$ cat config.mk
export PLATFORM = sky130hd
export DESIGN_NAME = muldiv_unit
export DESIGN_NICKNAME = d
export VERILOG_FILES = /design/src/rtl/muldiv_unit.sv
export SDC_FILE = /design/constraint.sdc
export NUM_CORES = 1
export LEC_CHECK = 0
export ABC_AREA = 1
export CORE_MARGIN = 5
export CORE_UTILIZATION = 53
export CTS_CLUSTER_DIAMETER = 40
export DETAILED_ROUTE_END_ITERATION = 12
export PLACE_DENSITY = 0.77
export RECOVER_POWER = 100
export SYNTH_ARGS = -nofsm -noshare
export SYNTH_HDL_FRONTEND = slang
export SYNTH_SLANG_ARGS = --single-unit
$ cat constraint.sdc
create_clock -name gclk -period 2.3 [get_ports gclk]
set_input_delay 0.345 -clock gclk [delete_from_list [all_inputs] [get_ports gclk]]
set_output_delay 0.345 -clock gclk [all_outputs]
set_load 0.01 [all_outputs]
$ cat src/rtl/muldiv_unit.sv
// Iterative unsigned multiply/divide unit feeding the register file write port.
// One radix-2 step per cycle; a fixed latency lets the core simply stall on Busy.
module muldiv_unit #(
  parameter int WORD_WIDTH     = 16,
  parameter int REG_ADDR_WIDTH = 3
) (
  input  logic                      gclk,
  input  logic                      PowerOn,
  input  logic                      Start,
  input  logic [1:0]                Op,
  input  logic [WORD_WIDTH-1:0]     OperandA,
  input  logic [WORD_WIDTH-1:0]     OperandB,
  input  logic [REG_ADDR_WIDTH-1:0] DestAddr,
  output logic                      Busy,
  output logic                      Done,
  output logic [WORD_WIDTH-1:0]     Result,
  output logic [REG_ADDR_WIDTH-1:0] ResultAddr,
  output logic                      WriteFlag,
  output logic                      DivByZero
);

  localparam int CNT_WIDTH = $clog2(WORD_WIDTH + 1);
  localparam logic [CNT_WIDTH-1:0] CNT_LOAD = CNT_WIDTH'(WORD_WIDTH);

  localparam logic [1:0] OP_MULLO = 2'b00;
  localparam logic [1:0] OP_MULHI = 2'b01;
  localparam logic [1:0] OP_DIVU  = 2'b10;

  typedef enum logic [1:0] {
    IDLE = 2'b00,
    RUN  = 2'b01,
    DONE = 2'b10
  } stateType;

  stateType stateReg, stateNext;
  logic     loadOps, stepEn, finish;

  logic [CNT_WIDTH-1:0]      countReg;
  logic [1:0]                opReg;
  logic [WORD_WIDTH-1:0]     opAReg, opBReg;
  logic [REG_ADDR_WIDTH-1:0] destReg;
  logic                      dbzReg;
  logic [2*WORD_WIDTH-1:0]   prodReg;
  logic [WORD_WIDTH-1:0]     remReg, quoReg;

  logic                      busyReg, doneReg, writeFlagReg, divByZeroReg;
  logic [WORD_WIDTH-1:0]     resultReg;
  logic [REG_ADDR_WIDTH-1:0] resultAddrReg;

  // Datapath step values for the current iteration
  logic [WORD_WIDTH:0]     mulSum;
  logic [2*WORD_WIDTH-1:0] prodStep;
  logic [WORD_WIDTH:0]     divShift, divDiff;
  logic                    divFits;
  logic [WORD_WIDTH-1:0]   remStep, quoStep, resultSel;

  // State register; reset aborts any operation in flight
  always_ff @(posedge gclk) begin
    if (!PowerOn) stateReg <= IDLE;
    else          stateReg <= stateNext;
  end

  // Next-state logic: 16 step cycles, then one cycle to load the result registers
  always_comb begin
    stateNext = stateReg;
    loadOps   = 1'b0;
    stepEn    = 1'b0;
    finish    = 1'b0;
    case (stateReg)
      IDLE: begin
        if (Start) begin
          loadOps   = 1'b1;
          stateNext = RUN;
        end
      end
      RUN: begin
        if (countReg != '0) begin
          stepEn = 1'b1;
        end else begin
          finish    = 1'b1;
          stateNext = DONE;
        end
      end
      DONE:    stateNext = IDLE;
      default: stateNext = IDLE;
    endcase
  end

  // One shift-add and one restoring-divide step; both run, the op picks the answer
  always_comb begin
    mulSum   = {1'b0, prodReg[2*WORD_WIDTH-1:WORD_WIDTH]}
             + (prodReg[0] ? {1'b0, opAReg} : {(WORD_WIDTH+1){1'b0}});
    prodStep = {mulSum, prodReg[WORD_WIDTH-1:1]};
    divShift = {remReg, quoReg[WORD_WIDTH-1]};
    divDiff  = divShift - {1'b0, opBReg};
    // The partial remainder stays below the divisor, so the borrow bit is a clean sign
    divFits  = ~divDiff[WORD_WIDTH];
    remStep  = divFits ? divDiff[WORD_WIDTH-1:0] : divShift[WORD_WIDTH-1:0];
    quoStep  = {quoReg[WORD_WIDTH-2:0], divFits};
    case (opReg)
      OP_MULLO: resultSel = prodReg[WORD_WIDTH-1:0];
      OP_MULHI: resultSel = prodReg[2*WORD_WIDTH-1:WORD_WIDTH];
      OP_DIVU:  resultSel = dbzReg ? {WORD_WIDTH{1'b1}} : quoReg;
      default:  resultSel = dbzReg ? opAReg : remReg;
    endcase
  end

  // Operand latch, iteration counter and accumulators
  always_ff @(posedge gclk) begin
    if (!PowerOn) begin
      countReg <= '0;
      opReg    <= '0;
      opAReg   <= '0;
      opBReg   <= '0;
      destReg  <= '0;
      dbzReg   <= 1'b0;
      prodReg  <= '0;
      remReg   <= '0;
      quoReg   <= '0;
    end else if (loadOps) begin
      countReg <= CNT_LOAD;
      opReg    <= Op;
      opAReg   <= OperandA;
      opBReg   <= OperandB;
      destReg  <= DestAddr;
      dbzReg   <= Op[1] && (OperandB == '0);
      prodReg  <= {{WORD_WIDTH{1'b0}}, OperandB};
      remReg   <= '0;
      quoReg   <= OperandA;
    end else if (stepEn) begin
      countReg <= countReg - 1'b1;
      prodReg  <= prodStep;
      remReg   <= remStep;
      quoReg   <= quoStep;
    end
  end

  // Registered outputs; Result/ResultAddr hold until the next completion
  always_ff @(posedge gclk) begin
    if (!PowerOn) begin
      busyReg       <= 1'b0;
      doneReg       <= 1'b0;
      writeFlagReg  <= 1'b0;
      divByZeroReg  <= 1'b0;
      resultReg     <= '0;
      resultAddrReg <= '0;
    end else begin
      busyReg      <= (stateNext != IDLE);
      doneReg      <= finish;
      writeFlagReg <= finish;
      divByZeroReg <= finish && dbzReg;
      if (finish) begin
        resultReg     <= resultSel;
        resultAddrReg <= destReg;
      end
    end
  end

  assign Busy       = busyReg;
  assign Done       = doneReg;
  assign WriteFlag  = writeFlagReg;
  assign DivByZero  = divByZeroReg;
  assign Result     = resultReg;
  assign ResultAddr = resultAddrReg;

endmodule

==> key figures <==
Status
  • Outcome: finished clean

Synthesis
  • Post-synthesis cell area: about 7500 µm²
  • Top cell type's share of synthesized area: 0.351
  • Top post-synthesis cells by area: dfxtp_1, nand2_1, inv_1
  • Predominant post-synthesis flop cell: dfxtp_1
  • Yosys warnings: 0
  • Sequential element share of the synthesized area: 0.351
  • Synth Net Count: roughly 1200
  • Avg Inst Size Synth: a little under 7 µm²
  • Asr flop ratio synth: 0
  • Yosys cell types: 47
  • FF+latch count, synth: 131
  • Top-count cell post-synth: nand2_1
  • EDFF count, synth: 0
  • Top cells by count, synth: nand2_1, inv_1, dfxtp_1
  • Synth area leader: dfxtp_1
  • Mapped Cells: about 1100

Timing
  • Tightest Pin Transition: 1.33 ns
  • Final worst slack: 0.145 ns
  • Hold Slack: 0.460 ns
  • Tmin final: around 2.2 ns
  • Final hold viol count: 0
  • Setup TNS: 0 ns
  • Setup Viol. Count Final: 0
  • Clk_skew: 0.00691 ns
  • Max-slew headroom: 0.115
  • Tcrit/Tclk final: 0.937
  • Slew Limit Fails: 0
  • Max Freq: 464 MHz

Global route
  • Vias in the first global route: around 7000
  • Initial antenna violation count: 0
  • Gr usage total: 0.274
  • First-pass GRT wire length: 36.0 mm
  • Grt ovf: 0
  • Largest net degree at the start of global routing: 65

Clock network
  • CTS buffer count: 17
  • CTS tree: done
  • Clk Tree Root Cell: clkbuf_16
  • Worst skew pair latency: 0.43 ns
  • CTS sink cnt: ~130
  • H-tree depth: 4
  • Clock Tree Buf Depth: 2
  • Clk pin slew, worst setup/hold paths: approximately 0.06 ns

Route
  • ANT nets after route: 0
  • Drt total wl: 22.4 mm
  • Wirelength per Cell: 16.6 µm
  • Drt pass-1 iters: 6
  • Vias: about 7600
  • Vias/cell: ~5.6
  • # DRC: 0
  • Drt first-iter violations: approximately 840

Layout
  • Layout cell share with drive strength beyond 1: 0.0938
  • Post-route cell area: slightly below 9000 µm²
  • Layout area overhead: 19.4%
  • Final Util: 0.645
  • Ant. Diodes: 0
  • Layout Nets: 1236
  • Post-Layout Cell Count: around 1400

Die
  • Core area: between 10000 and 15000 µm²
  • Cell Rows: 43
  • Chip height: roughly 130 µm
  • IO Pins: 63
  • Starting Density: 0.540
  • Die width: between 100 and 150 µm
  • Die area: between 15000 and 20000 µm²

Placed design
  • Port bufs: slightly above 60
  • Placed standard-cell area: 8300 µm²
  • DP Worst Slack: 0.0276 ns
  • Dpl hpwl: ~16 mm
  • Global placement routability congestion: about 1
  • Placed Cells incl. Taps: 1318

Pwr
  • Power density over the cells: about 760 nW/µm²
  • VDD IR max: 0.000573 V
  • Leakage: just over 4 nW
  • Total power: between 6 and 7 mW

Critical path
  • WP data required: around 2.7 ns
  • CP endpoint kind: flip-flop
  • CP Class: flip-flop to flip-flop
  • Worst Path Arrival: about 2.5 ns
  • Startpoint types: flip-flop
  • Critical Path Fanout Max: 10

Run
  • MaxCap Viol Count: 0

Worst hold path
  • Worst hold path type: flip-flop to flip-flop
[layout make-up]
cell class	count	area [µm²]
clock buffer	18	439
fill	1254	4910
sequential	131	2620
timing repair buffer	89	841
clock inverter	14	154
multi-input combinational	759	4020
inverter	162	608
tap	180	225
[layout by cell type, fill, tap and decap left out, drive strengths merged, types with 6 or more instances in the layout]
cell type / count
nand2: 312
inv: 164
a31oi: 33
dlygate4sd3: 23
nand3: 52
ha: 34
clkinv: 7
o21ai: 82
a21oi: 104
clkbuf: 25
o22ai: 17
buf: 20
nor2: 65
clkdlybuf4s50: 39
dfxtp: 131
nor3: 6
xor2: 14
[timing repair]
| action | in CTS | in global routing |
|---|---|---|
| setup buffers | 0 | 3 |
| gates cloned | 0 | 0 |
| hold endpoints to repair | 0 | 0 |
| endpoints found under the setup margin | 1 | 19 |
| pin swaps | 0 | 1 |
| gates resized for setup | 1 | 7 |
| hold buffers | 0 | 0 |
[metal layers]
metal | track usage | up-vias | part of all wire
li1 | - | 3689 | -
met1 | 0.371 | 3505 | 0.43
met2 | 0.429 | 315 | 0.46
met3 | 0.0498 | 59 | 0.079
met4 | 0.115 | 0 | 0.034
met5 | 0 | - | 0
[worst paths after layout]
kind	slack (ns)	cells past startpoint	endpoint	from
setup / recovery	0.14	15	remReg[1]	quoReg[15]
hold / removal	0.46	2	countReg[0]	countReg[0]
setup reg to reg	0.14	15	remReg[1]	quoReg[15]
hold reg to reg	0.46	2	countReg[0]	countReg[0]
[state kept, by name, indices dropped and copies added (netlist names), 2 cells and up]
name	flops
countReg	5
destReg	3
quoReg	16
stateReg	2
Result	16
prodReg	32
opBReg	16
ResultAddr	3
remReg	16
opReg	2
opAReg	16
[worst max-delay path: stages, from the launching register on]
cell	delay (ns)
dfxtp_2	0.33
inv_1	0.05
ha_1	0.20
fa_2	0.36
inv_1	0.07
nand2_1	0.06
nand2_2	0.09
nand3_2	0.07
nand2_2	0.12
nand2_4	0.08
nand3_2	0.12
nand2_8	0.10
buf_4	0.15
nand2_1	0.05
nand3_1	0.07
a21oi_1	0.14
[power breakdown]
group	leakage [nW]	internal (mW)	switching [mW]
clock network	0.284	1.64	1.08
logic	2.69	0.536	0.937
registers	1.07	2.43	0.110
[cell families after synthesis]
group | Yosys count | share of synthesized area
DFF | 131 | 0.351
xor gates and xnor gates | 15 | 0.0176
and+or+nand+nor | 453 | 0.264
AOI/OAI and AO/OA | 255 | 0.192
buffers and inverters | 211 | 0.112
adders and majority gates | 36 | 0.0623
Power figures use the tool's default switching activity.
